`src/rtl/hazard_forward_unit.sv`:
```
// rtl/hazard_forward_unit.sv - operand forwarding selects and load-use stall sequencing for the ID stage
// Optional stall statistics counter: define HAZARD_STALL_COUNTER_EN.
module hazard_forward_unit #(
    parameter int LOAD_LAT = 1,
    parameter int CNT_W    = 16
) (
    input  logic             i_clk,
    input  logic             i_clr,
    input  logic [3:0]       i_rn_id,
    input  logic [3:0]       i_rm_id,
    input  logic [3:0]       i_rs_id,
    input  logic             i_use_a,
    input  logic             i_use_b,
    input  logic             i_use_c,
    input  logic [3:0]       i_idex_rd,
    input  logic             i_idex_rf,
    input  logic             i_idex_load,
    input  logic [3:0]       i_exmem_rd,
    input  logic             i_exmem_rf,
    input  logic [3:0]       i_memwb_rd,
    input  logic             i_memwb_rf,
    input  logic             i_branch_taken,
    output logic [1:0]       o_fwd_a,
    output logic [1:0]       o_fwd_b,
    output logic [1:0]       o_fwd_c,
    output logic             o_pc_le,
    output logic             o_ifid_le,
    output logic             o_ifid_clr,
    output logic             o_idex_nop,
    output logic [CNT_W-1:0] o_stall_count
);

    localparam logic       ST_RUN   = 1'b0;
    localparam logic       ST_STALL = 1'b1;
    localparam logic [3:0] LAT_M1   = 4'(LOAD_LAT - 1);
    localparam logic       MULTI    = (LOAD_LAT > 1);

    logic       r_state;
    logic [3:0] r_cnt;
    logic       w_haz;
    logic       w_stall;
    logic [1:0] w_fwd_a;
    logic [1:0] w_fwd_b;
    logic [1:0] w_fwd_c;

    // Nearest producer wins; a load in EX has no result yet, and R15 (PC) is never forwarded.
    function automatic logic [1:0] fwd_sel(input logic use_s, input logic [3:0] src);
        if (!use_s || src == 4'hF)
            return 2'b00;
        else if (i_idex_rf && !i_idex_load && i_idex_rd == src)
            return 2'b01;
        else if (i_exmem_rf && i_exmem_rd == src)
            return 2'b10;
        else if (i_memwb_rf && i_memwb_rd == src)
            return 2'b11;
        else
            return 2'b00;
    endfunction

    function automatic logic src_hit(input logic use_s, input logic [3:0] src);
        return use_s && (src != 4'hF) && (src == i_idex_rd);
    endfunction

    always_comb begin
        w_fwd_a = fwd_sel(i_use_a, i_rn_id);
        w_fwd_b = fwd_sel(i_use_b, i_rm_id);
        w_fwd_c = fwd_sel(i_use_c, i_rs_id);
        w_haz   = i_idex_load && i_idex_rf &&
                  (src_hit(i_use_a, i_rn_id) || src_hit(i_use_b, i_rm_id) || src_hit(i_use_c, i_rs_id));
        w_stall = (r_state == ST_STALL) || w_haz;
    end

    // Reset is asynchronous, so the outputs are gated by CLR directly rather than by state alone.
    always_comb begin
        o_fwd_a    = i_clr ? w_fwd_a : 2'b00;
        o_fwd_b    = i_clr ? w_fwd_b : 2'b00;
        o_fwd_c    = i_clr ? w_fwd_c : 2'b00;
        o_pc_le    = i_clr && !w_stall;
        o_ifid_le  = i_clr && !w_stall;
        o_ifid_clr = i_clr && !w_stall && i_branch_taken;
        o_idex_nop = !i_clr || w_stall;
    end

    always_ff @(posedge i_clk or negedge i_clr) begin
        if (!i_clr) begin
            r_state <= ST_RUN;
            r_cnt   <= 4'd0;
        end else begin
            case (r_state)
                ST_RUN: begin
                    if (w_haz && MULTI) begin
                        r_state <= ST_STALL;
                        r_cnt   <= LAT_M1;
                    end
                end
                default: begin
                    r_cnt <= r_cnt - 4'd1;
                    if (r_cnt == 4'd1)
                        r_state <= ST_RUN;
                end
            endcase
        end
    end

`ifdef HAZARD_STALL_COUNTER_EN
    logic [CNT_W-1:0] r_stall_count;

    always_ff @(posedge i_clk or negedge i_clr) begin
        if (!i_clr)
            r_stall_count <= '0;
        else if (!o_pc_le && r_stall_count != {CNT_W{1'b1}})
            r_stall_count <= r_stall_count + 1'b1;
    end

    assign o_stall_count = r_stall_count;
`else
    assign o_stall_count = '0;
`endif

endmodule

```
`config.mk`:
```
export PLATFORM = sky130hd
export DESIGN_NAME = hazard_forward_unit
export DESIGN_NICKNAME = d
export VERILOG_FILES = /design/src/rtl/hazard_forward_unit.sv
export SDC_FILE = /design/constraint.sdc
export NUM_CORES = 1
export LEC_CHECK = 0
export ABC_AREA = 1
export CAP_MARGIN = 20
export CELL_PAD_IN_SITES_DETAIL_PLACEMENT = 0
export CELL_PAD_IN_SITES_GLOBAL_PLACEMENT = 2
export CORE_MARGIN = 3
export CORE_UTILIZATION = 16
export DETAILED_ROUTE_END_ITERATION = 10
export PLACE_DENSITY = 0.77
export SLEW_MARGIN = 20
export SYNTH_ARGS = -nofsm -noshare
export SYNTH_HDL_FRONTEND = slang
export SYNTH_SLANG_ARGS = --single-unit
```
`constraint.sdc`:
```
create_clock -name i_clk -period 1.7 [get_ports i_clk]
set_clock_uncertainty 0.15 [all_clocks]
set_input_delay 0.51 -clock i_clk [delete_from_list [all_inputs] [get_ports i_clk]]
set_output_delay 0.51 -clock i_clk [all_outputs]
set_load 0.005 [all_outputs]
```
; ---- Word level (Yosys, flattened, before mapping)
; Index checks and enable logic that the tools add are counted.
[op_classes]
mux = 17
reduce_logical = 33
n_addsub = 1
n_eq_ne = 19
[op_table]
columns = operator, count
row1 = 4-bit equality test, 12
row2 = 2-bit two-way mux, 15
row3 = 1-bit logical AND, 20
row4 = 4-bit equality test (second input constant), 3
row5 = 4-bit != test (second input constant), 3
row6 = 1-bit logical OR, 7
row7 = 1-bit zero test, 6
row8 = 4-bit by 1-bit equality test with 1-bit output (second input constant), 1
row9 = 4-bit by 1-bit subtractor with 4-bit output (second input constant), 1
row10 = 1-bit two-way mux, 2
[totals]
word_cells = 72
ff_bits = 5
out_inout_bits = 26
input_bits = 34

; ---- Longest topological paths before layout
[logic_depth]
depth_word = 10
depth_mapped = 10
depth_no_buf = 9

; ---- Worst setup path before layout
; Ideal clock, no wire load.
[synth_path]
kind = input to output
from = in i_idex_rd[1]
to = out o_pc_le
required_ns = 1.040
path_slack_ns = -0.214
t_arrival_ns = 1.254
stages = 10
path_cell_list = inv_1 > nand2_1 > nand2_1 > nor2_1 > nand3_2 > nand3_1 > nand2_1 > nand2_2 > inv_1 > buf_4
[synth_between]
elab_chain_cells = 8
elab_cells_between_ends = 12
cone_classes = eq/ne (3) / reduce/logical (9)
[synth_lines]
columns = element, line_no
row1 = from (decl), 15  ; input logic [3:0] i_idex_rd,
row2 = 4-bit equality test, 61  ; return use_s && (src != 4'hF) && (src == i_idex_rd);
row3 = 1-bit logical AND, 61
row4 = 1-bit logical OR, 69  ; (src_hit(i_use_a, i_rn_id) || src_hit(i_use_b, i_rm_id) || src_hit(i_use_c, i_rs_id));
row5 = 1-bit logical OR *, 69
row6 = 1-bit logical AND *, 68  ; w_haz = i_idex_load && i_idex_rf &&
row7 = 1-bit logical OR *, 70  ; w_stall = (r_state == ST_STALL) || w_haz;
row8 = 1-bit zero test *, n/a
row9 = 1-bit logical AND *, n/a
row10 = to (decl), 26  ; output logic o_pc_le,
; Every way passes the cells marked *; elsewhere a longest branch is shown, timed or not.

; ---- Worst setup path in the final report
[layout_path]
from = in i_rn_id[3]
to = out o_fwd_a[1]
[layout_between]
elab_chain_cells = 7
elab_cells_between_ends = 13
cone_classes = eq/ne (4) / mux (5) / reduce/logical (4)
[layout_lines]
columns = element, line_no
row1 = from (decl), 9  ; input logic [3:0] i_rn_id,
row2 = 4-bit equality test, 54  ; else if (i_memwb_rf && i_memwb_rd == src)
row3 = 1-bit logical AND, 54
row4 = 2-bit two-way mux, 54
row5 = 2-bit two-way mux, 52  ; else if (i_exmem_rf && i_exmem_rd == src)
row6 = 2-bit two-way mux, 50  ; else if (i_idex_rf && !i_idex_load && i_idex_rd == src)
row7 = 2-bit two-way mux *, 48  ; if (!use_s || src == 4'hF)
row8 = 2-bit two-way mux *, 75  ; o_fwd_a = i_clr ? w_fwd_a : 2'b00;
row9 = to (decl), 23  ; output logic [1:0] o_fwd_a,
; Marks and branches as above.

==> results.sh <==
export IMPL_outcome="finished with violations"
export IMPL_violations="setup timing"
export IMPL_clock_path_buffers=2
export IMPL_synth_cell_type_count=27
export IMPL_io_pin_count=60
export IMPL_grt_total_usage=0.108
export IMPL_wl_met1_um=1880
export IMPL_core_area_mm2=0.00657
export IMPL_utilization=0.323
export IMPL_hold_viol_final=0
export IMPL_fp_dieArea_mm2=0.00806
export IMPL_ir_worst_vdd_uv=170
export IMPL_synth_seq_area_share=0.111
export IMPL_wl_met3_um=156
export IMPL_ys_warn_count=0
export IMPL_hpwl_um=3490
export IMPL_synth_ff_latch_count=5
export IMPL_cts_tree="yes"
export IMPL_grt_pass1_wl_um=7270
export IMPL_fin_cells=370
export IMPL_wirelength_um=4170
export IMPL_fmax_mhz=473
export IMPL_num_rows=29
export IMPL_cts_buffers=3
export IMPL_path_cells="buf_8 -> buf_12 -> inv_8 -> o22ai_2 -> inv_1 -> nand3_2 -> nor2_4 -> inv_2 -> a21oi_2 -> buf_2"
export IMPL_wl_met2_um=2110
export IMPL_drc=0
export IMPL_r2r_slack_ns=0.51
export IMPL_dp_cells=358
export IMPL_timing_final_ws_setup_ns=-0.414
export IMPL_drt_initial_drc_count=34
export IMPL_nNetsFinal=314
export IMPL_fin_setup_tns_ns=-3.71
export IMPL_highest_layer="met4"
export IMPL_cts_hold_buf=0
export IMPL_dpl_cell_area_mm2=0.00179
export IMPL_leakage_nw=1.08
export IMPL_n_antenna_cell=0
export IMPL_viasPerCell=3.88
export IMPL_wl_per_cell_um=11.3
export IMPL_min_period_ns=2.11
export IMPL_syn_area_mm2=0.00112
export IMPL_hp_class="register to register"
export IMPL_setup_violations=10
export IMPL_root_buffer="clkbuf_8"
export IMPL_maxCapViolCount=0
export IMPL_first_pass_iters=4
export IMPL_crit_path_end_kind="output port"
export IMPL_antenna_found_initial=0
export IMPL_place_congestion=0.786
export IMPL_portBuffers=43
export IMPL_cp_start_kind="primary input"
export IMPL_cts_sinks=5
export IMPL_cp_max_fo=3
export IMPL_ant_nets=0
export IMPL_syn_inst=209
export IMPL_min_period_over_period=1.24
export IMPL_max_stage_delay_ns=0.15
export IMPL_power_density_mw_per_mm2=366
export IMPL_finalPower_mw=0.777
export IMPL_drive_gt1_frac=0.516
export IMPL_cts_htree_levels=1
export IMPL_die_h_um=89.8
export IMPL_arrival_ns=1.45
export IMPL_avgSynthCellArea_um2=5.37
export IMPL_cts_clk_slew_worst_paths_ns=0.03
export IMPL_cp_required_ns=1.04
export IMPL_crit_path_top_delay_cell="nor2_4"
export IMPL_num_vias=1435
export IMPL_grt_max_degree=8
export IMPL_synthToLayoutAreaGrowth_pct=89.3
export IMPL_grt_pass1_vias=1501
export IMPL_grt_ovfl_total=0
export IMPL_rsz0062_at_grt="true"
export IMPL_die_w_um=89.8
export IMPL_stdcell_area_mm2=0.00212
export IMPL_drv_slew=0
export IMPL_path_class="primary input to output port"
export IMPL_start_util=0.171
export IMPL_clk_latency_ns=0.22
-- flip-flops by register name (all words and copies together) (netlist names) --
name,flops
r_state,1
r_cnt,4
-- cell type report --
cell class                 instances  area (um2)
timing repair buffer              66         612
fill                             731        4440
sequential                         5         125
multi-input combinational        162        1040
clock buffer                       4        45.0
tap                               93         116
inverter                          40         190
-- cells in the final DEF, fill, tap and decap left out, types with 2 or more instances in the layout --
master         Yosys  layout
a21oi_1           13       5
a21oi_2            1       9
buf_12             0       3
buf_2              0      12
buf_4             17      22
buf_6              0      13
buf_8              0       7
clkbuf_8           0       3
conb_1             1      16
dfrtp_1            5       5
dlygate4sd2_1      0       6
ha_1               2       2
inv_1             35      17
inv_2              5      15
inv_4              0       3
inv_6              0       2
inv_8              0       3
nand2_1           65      48
nand2_2            1      12
nand2_4            0       6
nand3_1            9       2
nand3_2            2       8
nand3b_1           2       2
nand4_1            2       2
nor2_1            18       9
nor2_2             5       8
nor2_4             0       6
o21ai_0            5       2
o21ai_1            1       3
o22ai_1            6       2
o22ai_2            0       4
xor2_1             4       3
-- cell usage after synthesis --
cell type | count | area (um2)
o211ai_1 | 1 | 7.51
a21boi_0 | 1 | 7.51
inv_1 | 35 | 131
o21a_1 | 1 | 7.51
buf_4 | 17 | 128
nand3_1 | 9 | 45.0
nand2_2 | 1 | 6.26
nand3_2 | 2 | 20.0
xor2_1 | 4 | 35.0
nand2_1 | 65 | 244
dfrtp_1 | 5 | 125
nand4_1 | 2 | 12.5
nand3b_1 | 2 | 15.0
o22ai_1 | 6 | 37.5
o21ai_0 | 5 | 25.0
nor4_1 | 1 | 6.26
a21oi_2 | 1 | 8.76
nor2_2 | 5 | 31.3
nor2_1 | 18 | 67.6
xnor2_1 | 3 | 26.3
a21oi_1 | 13 | 65.1
or2_0 | 2 | 12.5
inv_2 | 5 | 18.8
nor3_1 | 1 | 5.00
o21ai_1 | 1 | 5.00
ha_1 | 2 | 25.0
conb_1 | 1 | 3.75
-- worst max-delay path, delay by kind of cell --
| family | cells | cell delay, ns |
|---|---|---|
| AND/OR/NAND/NOR | 2 | 0.23 |
| buffers and inverters | 6 | 0.52 |
| AO/OA/AOI/OAI | 2 | 0.20 |
-- per-layer routing --
| metal | vias up | global-route usage |
|---|---|---|
| met3 | 2 | 0.0175 |
| met5 | - | 0 |
| met2 | 33 | 0.199 |
| li1 | 755 | - |
| met1 | 645 | 0.134 |
| met4 | 0 | 0.0153 |
-- report_power, final --
group	total [mW]	internal (mW)	switching [mW]	leakage, nW
registers	0.120	0.120	0	0.0699
clock network	0.219	0.161	0.0584	0.0228
logic	0.438	0.213	0.225	0.986
-- worst paths after layout --
kind,to,from,depth (start not counted)
setup reg to reg,r_cnt[3]$_DFFE_PN0P_,r_state$_DFF_PN0_,4
hold reg to reg,r_cnt[3]$_DFFE_PN0P_,r_cnt[3]$_DFFE_PN0P_,1
max in group asynchronous,r_cnt[2]$_DFFE_PN0P_,i_clr,3
setup / recovery,o_fwd_a[1],i_rn_id[3],10
hold / removal,r_cnt[3]$_DFFE_PN0P_,r_cnt[3]$_DFFE_PN0P_,1
min in group asynchronous,r_cnt[0]$_DFFE_PN0P_,i_clr,3
-- through the flow --
stage | setup WS (ns) | hold WS, ns
after floorplan | -0.174 | 0.0644
after global placement | -1.35 | 0.309
after detailed placement | -1.32 | 0.312
after CTS | -0.487 | 0.321
after global routing | -0.490 | 0.335
final | -0.414 | 0.318
-- repair_timing --
action                                  4_1_cts  5_1_grt
endpoints found under the setup margin       10       10
pin swaps                                    46       35
gates resized for setup                     221       57
setup buffers                                 5        5
-- kinds of logic (layout without fill, tap and decap cells) --
group                      count (synthesis)  in the layout  share of synthesized area
AOI/OAI and AO/OA                         29             29                      0.146
xor gates and xnor gates                   7              7                     0.0546
adders and majority gates                  2              2                     0.0223
buffers and inverters                     57            110                      0.247
DFF                                        5              5                      0.111
other                                      1             16                    0.00334
and+or+nand+nor                          108            108                      0.415
No activity file was read; power rests on OpenSTA's default activity.
